`src/rtl/bl_pkg.sv`:
```
// bl_pkg: shared defaults, index widths and FSM states for the backlight block-max path
package bl_pkg;
  localparam int BL_DW = 8;
  localparam int BL_NBLK_H = 8;
  localparam int BL_NBLK_V = 4;
  localparam int BL_COL_W = $clog2(BL_NBLK_H);
  localparam int BL_ROW_W = $clog2(BL_NBLK_V);
  typedef enum logic {IDLE, DRAIN} blState;
endpackage

```
`src/rtl/block_max_grid.sv`:
```
// block_max_grid: reduces per-line segment maxima into column maxima per block row and drains them via valid/ready
module block_max_grid
  import bl_pkg::*;
#(
  parameter int NBLK_H = BL_NBLK_H,
  parameter int NBLK_V = BL_NBLK_V,
  parameter int DW = BL_DW
) (
  input  logic                      iODCK,
  input  logic                      iRST,
  input  logic                      iV_Duty,
  input  logic                      iH_Duty,
  input  logic [DW-1:0]             iBlockData,
  input  logic                      iReady,
  output logic                      oValid,
  output logic [DW-1:0]             oData,
  output logic [$clog2(NBLK_H)-1:0] oCol,
  output logic [$clog2(NBLK_V)-1:0] oRow,
  output logic                      oLast,
  output logic                      oOverrun
);
  localparam int CW = $clog2(NBLK_H);
  localparam int RW = $clog2(NBLK_V);
  localparam logic [CW-1:0] LAST_COL = CW'(NBLK_H - 1);
  localparam logic [RW-1:0] LAST_ROW = RW'(NBLK_V - 1);
  logic hPrev, vPrev, strobe, rowEnd, load;
  logic [CW-1:0] segCnt, rd, rdNext;
  logic [RW-1:0] rowCnt, rowIdx;
  logic [DW-1:0] acc [NBLK_H];
  logic [DW-1:0] snap [NBLK_H];
  logic [DW-1:0] shadow [NBLK_H];
  blState state, stateNext;
  assign rowEnd = vPrev & ~iV_Duty;
  // snap folds in a strobe landing in the row-end cycle so it reaches the shadow
  always_comb begin
    for (int i = 0; i < NBLK_H; i++)
      snap[i] = (strobe && segCnt == CW'(i) && iBlockData > acc[i]) ? iBlockData : acc[i];
  end
  always_ff @(posedge iODCK or negedge iRST) begin
    if (!iRST) begin
      hPrev <= 1'b0;
      vPrev <= 1'b0;
      strobe <= 1'b0;
      segCnt <= '0;
      rowCnt <= '0;
      for (int i = 0; i < NBLK_H; i++) acc[i] <= '0;
    end else begin
      hPrev <= iH_Duty;
      vPrev <= iV_Duty;
      strobe <= iV_Duty & ~iH_Duty & hPrev;
      if (rowEnd || (!iV_Duty && !strobe)) begin
        segCnt <= '0;
        for (int i = 0; i < NBLK_H; i++) acc[i] <= '0;
      end else if (strobe) begin
        segCnt <= (segCnt == LAST_COL) ? '0 : segCnt + 1'b1;
        acc <= snap;
      end
      if (rowEnd) rowCnt <= (rowCnt == LAST_ROW) ? '0 : rowCnt + 1'b1;
    end
  end
  always_comb begin
    stateNext = state;
    rdNext = rd;
    load = 1'b0;
    if (state == IDLE) begin
      stateNext = rowEnd ? DRAIN : IDLE;
      load = rowEnd;
      rdNext = '0;
    end else if (iReady) begin
      if (rd == LAST_COL) begin
        stateNext = rowEnd ? DRAIN : IDLE;
        load = rowEnd;
        rdNext = '0;
      end else begin
        rdNext = rd + 1'b1;
      end
    end
  end
  always_ff @(posedge iODCK or negedge iRST) begin
    if (!iRST) begin
      state <= IDLE;
      rd <= '0;
      rowIdx <= '0;
      oOverrun <= 1'b0;
      for (int i = 0; i < NBLK_H; i++) shadow[i] <= '0;
    end else begin
      state <= stateNext;
      rd <= rdNext;
      oOverrun <= rowEnd & ~load;
      if (load) begin
        shadow <= snap;
        rowIdx <= rowCnt;
      end
    end
  end
  assign oValid = (state == DRAIN);
  assign oData = oValid ? shadow[rd] : '0;
  assign oCol = rd;
  assign oRow = oValid ? rowIdx : '0;
  assign oLast = oValid & (rd == LAST_COL);
endmodule

```
`config.mk`:
```
export PLATFORM = sky130hd
export DESIGN_NAME = block_max_grid
export DESIGN_NICKNAME = d
export VERILOG_FILES = /design/src/rtl/bl_pkg.sv /design/src/rtl/block_max_grid.sv
export SDC_FILE = /design/constraint.sdc
export NUM_CORES = 1
export LEC_CHECK = 0
export BUFFER_PORTS_ARGS = -buffer_cell sky130_fd_sc_hd__buf_2
export CAP_MARGIN = 20
export CORE_MARGIN = 2
export CORE_UTILIZATION = 50
export CTS_CLUSTER_SIZE = 8
export DETAILED_ROUTE_END_ITERATION = 8
export PLACE_DENSITY_LB_ADDON = 0.15
export SLEW_MARGIN = 10
export SYNTH_ARGS = -nofsm -noshare
export SYNTH_HDL_FRONTEND = slang
export SYNTH_SLANG_ARGS = --single-unit
```
`constraint.sdc`:
```
create_clock -name iODCK -period 2.81 [get_ports iODCK]
set_input_delay 0.1405 -clock iODCK [delete_from_list [all_inputs] [get_ports iODCK]]
set_output_delay 0.1405 -clock iODCK [all_outputs]
set_load 0.01 [all_outputs]
```
* Yosys cells after proc, flatten, opt, wreduce, memory -nomap -nowiden
Index checks and enable logic that the tools add are counted.
Storage, ports and cells: flip-flop bits (word level) 143, input bits 13, output and inout bits 16, logic and storage cells 107
Cells by class: bitwise gates (word level) 9, add/sub/neg operators 3, magnitude comparators 9, reduce and logical (&&, ||, !) cells 22, multiplexer cells 29, eq/ne operators 10
Operator list (number):
- 64-bit two-way mux | 2
- 8-bit two-way mux | 11
- 8-bit greater-than comparator | 8
- 8-bit binary-select mux with 3-bit select | 1
- 3-bit two-way mux | 6
- 1-bit logical AND | 17
- 3-bit == test (second input constant) | 5
- 1-bit two-way mux | 7
- 3-bit by 1-bit adder with 3-bit output (second input constant) | 2
- 3-bit by 2-bit == test with 1-bit output (second input constant) | 2
- 1-bit AND | 5
- 4-bit >= comparator (second input constant) | 1
- 2-bit two-way mux | 2
- 3-bit NOT with 4-bit output | 1
- 3-bit by 1-bit == test with 1-bit output (second input constant) | 1
- 3-bit zero test | 1
- 1-bit NOT | 3
- 2-bit by 1-bit adder with 2-bit output (second input constant) | 1
- 2-bit == test (second input constant) | 1
- 1-bit zero test | 2
- 2-bit != test (second input constant) | 1
- 2-bit nonzero test | 1
- 1-bit logical OR | 1

* Logic depth before layout (Yosys ltp)
Gate-level depths: netlist (run 1).
word-level depth 7, gate-level depth with buffers 10, depth with buffers taken out 7

* Least setup slack after synthesis (run 1)
OpenSTA, ideal clock, no wires.
kind input to register, from in iBlockData[0], to reg acc[24] (netlist name), required time 2742 ps, buffers on the path 2, path slack 659 ps, cell stages on the path 9, setup time 68 ps, data arrival time 2082 ps, path through clkbuf_1 inv_1 ha_1 and4_1 and3_1 or3_1 nand2_2 buf_2 a32o_1
On the way: word-level cells in the longest chain between the ends 5
RTL lines:
- start: declaration | RTL line block_max_grid.sv:13 | input logic [DW-1:0] iBlockData,
- 8-bit greater-than comparator | RTL line block_max_grid.sv:37 | snap[i] = (strobe && segCnt == CW'(i) && iBlockData > acc[i]) ? iBlockData : acc[i];
- 1-bit logical AND | RTL line block_max_grid.sv:37
- 8-bit two-way mux * | RTL line block_max_grid.sv:37
- 64-bit two-way mux * | RTL line block_max_grid.sv:54 | end else if (strobe) begin
- 64-bit two-way mux * | RTL line block_max_grid.sv:51 | if (rowEnd || (!iV_Duty && !strobe)) begin
- end signal: assignment | RTL line block_max_grid.sv:56 | acc <= snap;
- end: declaration | RTL line block_max_grid.sv:29 | logic [DW-1:0] acc [NBLK_H];
Mark *: on every way between the ends. The rest lies on a longest branch, timed or not. The select of a mux whose other input is x is not followed. A chain may end at the register's enable or synchronous reset.

* Final worst setup path (run 1)
from reg acc[7] (netlist name), to reg acc[2] (netlist name)
On the way: word-level cells in the longest chain between the ends 5
RTL lines (RTL line):
- 8-bit greater-than comparator | block_max_grid.sv:37
- 1-bit logical AND | block_max_grid.sv:37
- 8-bit two-way mux | block_max_grid.sv:37
- 64-bit two-way mux | block_max_grid.sv:54
- 64-bit two-way mux | block_max_grid.sv:51
No other way between the ends. The select of a mux whose other input is x is not followed.

==> results of run 1 <==
## logic make-up (layout without fill, tap and decap cells)
family | after synthesis | in the layout
AND/OR/NAND/NOR | 242 | 242
AO/OA/AOI/OAI | 193 | 193
flip-flops | 143 | 143
buffers and inverters | 117 | 157
adder cells (fa/ha/maj) | 73 | 73
multiplexers | 28 | 28
## placed cells by master, fill, tap and decap left out, types with 10 or more instances in the layout
master     instances
nor4_1            28
mux2i_1           11
ha_1              73
a221o_1           36
nor2b_1           20
inv_1             60
dfrtp_1          143
nand2_1           57
buf_2             27
o21ai_0           33
nor3_1            12
a21oi_1           17
nand3_1           33
buf_4             31
nand4_1           41
mux4_2            16
clkbuf_16         17
a32o_1            64
and2_1            10
## cell type report
| cell class | count | area [um2] | share of cell area |
|---|---|---|---|
| clock inverter | 9 | 156 | 0.0161 |
| tap | 220 | 275 | 0.0284 |
| clock buffer | 23 | 478 | 0.0493 |
| inverter | 61 | 229 | 0.0236 |
| multi-input combinational | 536 | 4540 | 0.468 |
| timing repair buffer | 64 | 449 | 0.0463 |
| sequential | 143 | 3580 | 0.369 |
## flip-flops by register name, summed over array words and instances (netlist names)
| signal | cells |
|---|---|
| acc | 64 |
| shadow | 64 |
| oCol | 3 |
| segCnt | 3 |
| rowCnt | 2 |
| rowIdx | 2 |
| hPrev | 1 |
| oOverrun | 1 |
| oValid | 1 |
| strobe | 1 |
| vPrev | 1 |
## layer usage
metal	vias to the layer above	routed length [um]
met2	291	11800
met5	-	0
li1	3150	-
met4	0	799
met3	58	1630
met1	3611	10600
## synthesized netlist by cell type, types with 4 or more instances
cell,count,area share
o211ai_1,7,0.0061
a221o_1,36,0.042
nand2_2,5,0.0036
nand4_1,41,0.030
a21oi_1,17,0.0099
buf_1,12,0.0052
and2_1,11,0.0080
ha_1,73,0.11
dfrtp_1,143,0.42
mux2i_1,11,0.013
a2111o_1,5,0.0065
nor4_1,28,0.020
nand2_1,57,0.025
o21ai_0,33,0.019
inv_1,60,0.026
mux4_2,16,0.042
buf_4,5,0.0044
nor2b_1,20,0.015
o211ai_2,4,0.0058
nor2_1,4,0.0017
nor3_1,12,0.0070
a2111oi_4,5,0.016
clkbuf_1,25,0.011
buf_2,11,0.0064
a21o_1,5,0.0044
nor3_2,6,0.0070
and3_1,7,0.0051
and4_1,5,0.0051
nand3_1,33,0.019
a32o_1,64,0.075
## path summary, 6_finish.rpt
check	cells past startpoint	slack (ps)	to	startpoint
worst max register to register	7	460	acc[2]$_DFFE_PN0P_	acc[7]$_DFFE_PN0P_
min in group asynchronous	2	300	acc[29]$_DFFE_PN0P_	iRST
max in group asynchronous	3	1740	acc[60]$_DFFE_PN0P_	iRST
worst min register to register	2	480	shadow[49]$_DFFE_PN0P_	shadow[49]$_DFFE_PN0P_
worst max-delay path	7	460	acc[2]$_DFFE_PN0P_	acc[7]$_DFFE_PN0P_
worst min-delay path	3	80	oCol[1]$_DFFE_PN0P_	iReady
## repair_timing
action	CTS	global route
hold endpoints to repair	71	0
resized for setup	0	0
hold buffers	3	0
## stage by stage
step	total power, mW	instance area (um2)
after floorplan	2.90	8600
after detailed placement	3.26	9040
final	5.65	9700
after global routing	5.89	9700
after global placement	3.22	9040
after CTS	5.68	9700
## critical path, stage by stage (launching register included)
cell and delay, ps:
dfrtp_1 350, inv_1 60, ha_1 310, nand4_1 130, nand2b_1 210, a211oi_4 420
or2_1 530, a32o_1 260
## power breakdown
part           internal [mW]  switching, mW
sequential              2.15         0.0751
clock                   1.56          0.871
combinational          0.390          0.614
total                   4.09           1.56
==> results.tsv, run 1 <==
stage	metric	value	unit
final_layout	Area Growth Syn to Fin	12.9	%
yosys	Ys Warns	0	
worst_setup_path	CP Data Required Time	3180	ps
sta	final setup skew	18.5	ps
yosys	ys async rst share	1.00	
detailed_routing	DRT Pass-1 Iters	7	
detailed_routing	via count	7110	
placed_design	pre-CTS WS	338	ps
power	pwr/cell area	583	nW/um2
placed_design	Port-buffer cells	28	
sta	fin. max-slew vios	0	
yosys	Yosys reg bits	143	
power	Peak VDD IR	0.505	mV
cts	Clock Latency Late Sink	440	ps
sta	f_max	425	MHz
die	die span in x	135	um
die	full die area	18300	um2
yosys	Post-Synth XOR/XNOR Area	0	
detailed_routing	routed len/inst	23.6	um
cts	H-tree depth	4	
global_routing	GRT overflow	0	
worst_setup_path	Crit Path Class	reg2reg	
global_routing	GR peak layer	met2	
yosys	Synth Area in Compound Gates	0.206	
power	leak pwr	4.21	nW
global_routing	met2 usage	0.456	
sta	# setup viols final	0	
yosys	Post-synth EDFFs	0	
flow_run	max-cap viol count	0	
detailed_routing	WL final	24900	um
yosys	Post-Synthesis Cells	796	
cts	Longest Clk Path Bufs	2	
sta	Hold WS	80.3	ps
global_routing	initial antenna violation count	0	
final_layout	Core Util, Final	0.581	
detailed_routing	Routed Antenna Nets	0	
final_layout	fill count	1410	
global_routing	met1 usage	0.381	
final_layout	ANT cells	0	
final_layout	nets@finish	909	
cts	CTS clk-pin slew, worst paths	60	ps
placed_design	dpl hpwl	17400	um
min_path	hold crit path type	in2reg	
sta	setup TNS	0	ps
die	Row Count	47	
sta	setup slack after layout	458	ps
global_routing	first-pass GRT wire length	39600	um
yosys	adder-cell area share of the yosys netlist	0.106	
global_routing	largest net degree at the start of global routing	71	
die	IO Count	29	
sta	unrepaired setup endpoints after global routing	false	
worst_setup_path	CP endpoint kind	flip-flop	
outcome	status	finished, final reports clean	
worst_setup_path	Worst Path Arrival	2720	ps
sta	Final Hold Viols	0	
placed_design	placer congestion estimate	0.910	
cts	CTS Sinks	143	
yosys	Mapped Nets	882	
detailed_routing	DRC errors left	0	
sta	Final min period	2350	ps
yosys	mux contribution to synthesized area	0.0560	
worst_setup_path	CP Max Fanout	16	
detailed_routing	Initial DRC Count	591	
yosys	largest family of logic cells by synthesized area	compound AO/OA/AOI/OAI gates	
die	Die H	135	um
cts	Num CTS Buffers	17	
yosys	leading register cell type out of synthesis	dfrtp_1	
placed_design	placed cells	1021	
cts	CTS Root Cell	clkbuf_16	
sta	slew at the pin closest to its max-slew limit	954	ps
global_routing	GR Util met3	0.0604	
yosys	cell area after synthesis	8600	um2
detailed_routing	Vias per Instance	6.73	
yosys	Synth cell types	51	
cts	CTS tree	built	
yosys	register area share after synthesis	0.416	
sta	crit share post-route	0.837	
yosys	Syn Area/Cell	10.8	um2
die	floorplan core area	16700	um2
global_routing	GRT Total Usage	0.288	
cts	Setup Fix Bufs, Post-CTS	0	
yosys	Synth Area in Simple Gates	0.158	
global_routing	vias in the first global route	7136	
sta	max_slew headroom	0.362	
worst_setup_path	Startpoint Class	flip-flop	
final_layout	ratio of cells with drive above 1 in the final layout	0.169	
die	Starting Density	0.515	
final_layout	Non-Filler Instances	1056	
Power figures use the tool's default switching activity.
==> run 2: changes to the inputs <==
- ABC_AREA: unset -> 1
- clock period: 2.81 -> 2.2 ns (I/O delays scaled with it)
==> results.tsv, run 2 <==
stage	metric	value	unit	change
worst_setup_path	CP endpoint kind	output port		
global_routing	GRT Total Usage	0.273		-0.0142
sta	crit share post-route	0.970		
global_routing	first-pass GRT wire length	37200	um	-5.9%
final_layout	ANT cells	0		unchanged
die	Die H	134	um	-0.72%
yosys	Synth top area share	0.423		+0.00627
cts	H-tree depth	4		unchanged
global_routing	vias in the first global route	7194		+0.81%
yosys	register area share after synthesis	0.423		+0.00627
yosys	Mapped Nets	1204		+37%
yosys	ys async rst share	1.00		unchanged
detailed_routing	Routed Antenna Nets	0		unchanged
worst_setup_path	Startpoint Class	flip-flop		
cts	Num CTS Buffers	17		unchanged
yosys	most instantiated library cell after synthesis	nand2_1		
cts	Longest Clk Path Bufs	2		unchanged
sta	slew at the pin closest to its max-slew limit	652	ps	-301 ps
placed_design	pre-CTS WS	277	ps	-61.0 ps
yosys	Synth cell types	24		-53%
yosys	Post-Synth XOR/XNOR Area	0.00103		+0.00103
power	Net Sw Power	3.43	mW	+120%
final_layout	Multi-input gate area	4310	um2	-4.9%
cts	CTS tree	built		
final_layout	Area Growth Syn to Fin	12.7	%	
yosys	Yosys reg bits	143		unchanged
power	pwr/cell area	974	nW/um2	+67%
yosys	Post-synth EDFFs	0		unchanged
yosys	Syn Area/Cell	7.58	um2	-30%
detailed_routing	WL final	23100	um	-7.0%
yosys	Synth Area in Simple Gates	0.331		+0.173
placed_design	Port-buffer cells	28		unchanged
final_layout	most common cell after layout, fill and taps aside	nand2_1		
power	leak pwr	5.02	nW	+19%
final_layout	Core Util, Final	0.576		-0.00539
global_routing	initial antenna violation count	0		unchanged
min_path	hold crit path type	in2reg		
yosys	cell area after synthesis	8470	um2	-1.5%
cts	Clock Latency Late Sink	430	ps	about the same
detailed_routing	via count	7338		+3.2%
placed_design	placer congestion estimate	0.858		-5.7%
sta	# setup viols final	0		unchanged
final_layout	top flop regs	acc: 64 flops, shadow: 64 flops		
yosys	dominant cells by area after synthesis	dfrtp_1 (42%), nand2_1 (15%), ha_1 (11%)		
die	IO Count	29		unchanged
yosys	largest family of logic cells by synthesized area	simple AND/OR/NAND/NOR gates		
placed_design	dpl hpwl	16100	um	-7.6%
global_routing	largest net degree at the start of global routing	69		-2.8%
power	sw frac	0.369		+0.0934
yosys	Synth Area in Compound Gates	0.0688		-0.137
die	full die area	18000	um2	-1.4%
detailed_routing	DRT Pass-1 Iters	5		-2
yosys	Synth area leader	dfrtp_1		
sta	max_slew headroom	0.565		+0.203
final_layout	ratio of cells with drive above 1 in the final layout	0.116		-0.0530
power	internal power	5.86	mW	+43%
yosys	mux contribution to synthesized area	0		-0.0560
power	Flop pwr share	0.395		+0.002
sta	final setup skew	8.34	ps	-10.1 ps
sta	f_max	469	MHz	
die	Row Count	47		unchanged
worst_setup_path	CP Max Fanout	16		unchanged
yosys	adder-cell area share of the yosys netlist	0.108		+0.00160
final_layout	nets@finish	1240		+36%
yosys	Ys Warns	0		unchanged
yosys	leading register cell type out of synthesis	dfrtp_1		
outcome	status	finished, final reports clean		
global_routing	GRT overflow	0		unchanged
sta	setup slack after layout	67.1	ps	-391 ps
detailed_routing	Vias per Instance	5.29		-21%
worst_setup_path	Worst Path Arrival	2020	ps	-700 ps
worst_setup_path	Crit Path Class	reg2out		
cts	CTS Root Cell	clkbuf_16		
flow_run	max-cap viol count	0		unchanged
die	floorplan core area	16600	um2	-0.70%
detailed_routing	Initial DRC Count	595		+0.68%
final_layout	Storage cell area	3580	um2	about the same
power	clock power share	0.302		-0.127
worst_setup_path	worst reg2reg setup slack	210	ps	-250 ps
die	Starting Density	0.511		-0.00404
worst_setup_path	CP Data Required Time	2090	ps	-1090 ps
final_layout	most frequent cells in the layout	nand2_1 (346), dfrtp_1 (142), nor2_1 (139)		
yosys	Post-Synthesis Cells	1118		+40%
die	die span in x	134	um	-0.72%
sta	Final Hold Viols	0		unchanged
sta	fin. max-slew vios	0		unchanged
detailed_routing	routed len/inst	16.7	um	-29%
cts	CTS clk-pin slew, worst paths	60	ps	about the same
power	Gate power share	0.303		+0.125
cts	CTS Sinks	143		unchanged
yosys	Synth top cells by count	nand2_1 (346), dfrtp_1 (143), nor2_1 (139)		
detailed_routing	DRC errors left	0		unchanged
final_layout	fill count	1573		+12%
sta	Final min period	2130	ps	
power	Peak VDD IR	0.572	mV	+13%
-- run 2: cell count changes after synthesis, sizes merged, moves of 18 or more --
| cell | previous run | this run |
|---|---|---|
| a32o | 64 | 0 |
| nand4 | 41 | 0 |
| nand3 | 34 | 136 |
| a221o | 36 | 0 |
| nor2b | 20 | 0 |
| nand2 | 62 | 363 |
| nor4 | 28 | 0 |
| inv | 61 | 112 |
| nor3 | 18 | 0 |
| nor2 | 5 | 166 |
-- run 2: cell type report --
class                   instances  area share
repair buffers                 48      0.0383
clock buffers                  19      0.0475
clock inverters                13      0.0125
multi-input cells             829       0.452
flip-flops and latches        143       0.375
well taps                     220      0.0288
inverters                     114      0.0454
repair inverters                1    0.000524
-- run 2: cell families after synthesis --
| kind of cell | after synthesis |
|---|---|
| XOR/XNOR | 1 |
| AO/OA/AOI/OAI | 90 |
| adder cells (fa/ha/maj) | 73 |
| buffers and inverters | 146 |
| AND/OR/NAND/NOR | 665 |
| flip-flops | 143 |
-- run 2: worst paths after layout --
check                                             from                      to  cells past startpoint
worst max-delay path               oCol[0]$_DFFE_PN0P_                oData[4]                      7
worst min-delay path                            iReady     oCol[0]$_DFFE_PN0P_                      3
worst max register to register     oCol[0]$_DFFE_PN0P_   rowIdx[1]$_DFFE_PN0P_                      7
worst min register to register  shadow[15]$_DFFE_PN0P_  shadow[15]$_DFFE_PN0P_                      2
max in group asynchronous                         iRST     acc[34]$_DFFE_PN0P_                      3
min in group asynchronous                         iRST      acc[5]$_DFFE_PN0P_                      2
-- run 2: worst max-delay path, stage by stage (launching register included) --
cell	delay, ps
dfrtp_2	460
clkinvlp_4	180
buf_4	230
nor2_1	60
o32ai_1	310
nor2_1	100
nor2_1	120
buf_2	140
-- run 2: timing repair --
item	4_1_cts	5_1_grt
setup buffers	0	2
gates resized for setup	1	5
endpoints found under the hold margin	53	0
hold buffers	3	0
cloned	0	1
setup endpoints to repair	8	8
-- run 2: layer usage --
metal / global-route usage / vias to the layer above / part of all wire / wire [um]
met3: 0.0469 / 61 / 0.049 / 1140
met2: 0.465 / 202 / 0.49 / 11200
met1: 0.336 / 3434 / 0.41 / 9570
met4: 0.138 / 0 / 0.051 / 1180
li1: - / 3641 / - / -
met5: 0 / - / 0 / 0
-- run 2: stage by stage --
stage,instance area [um2],cells,setup TNS (ps),power [mW],hold slack [ps]
final,9540,1387,0,9.30,9.28
after global routing,9540,1387,-3.15,9.93,10.7
after CTS,9510,1384,0,9.28,0.397
after detailed placement,8910,1349,0,6.43,49.5
after global placement,8910,1349,0,6.41,45.5
after floorplan,8470,1118,0,5.47,-186
-- run 2: power by group through the flow --
stage	logic (mW)	clock network [mW]	registers [mW]
floorplan	1.90	0	3.57
global placement	2.71	0	3.69
detailed placement	2.77	0	3.67
CTS	2.78	2.85	3.65
global route	3.22	2.97	3.74
finish	2.82	2.81	3.67
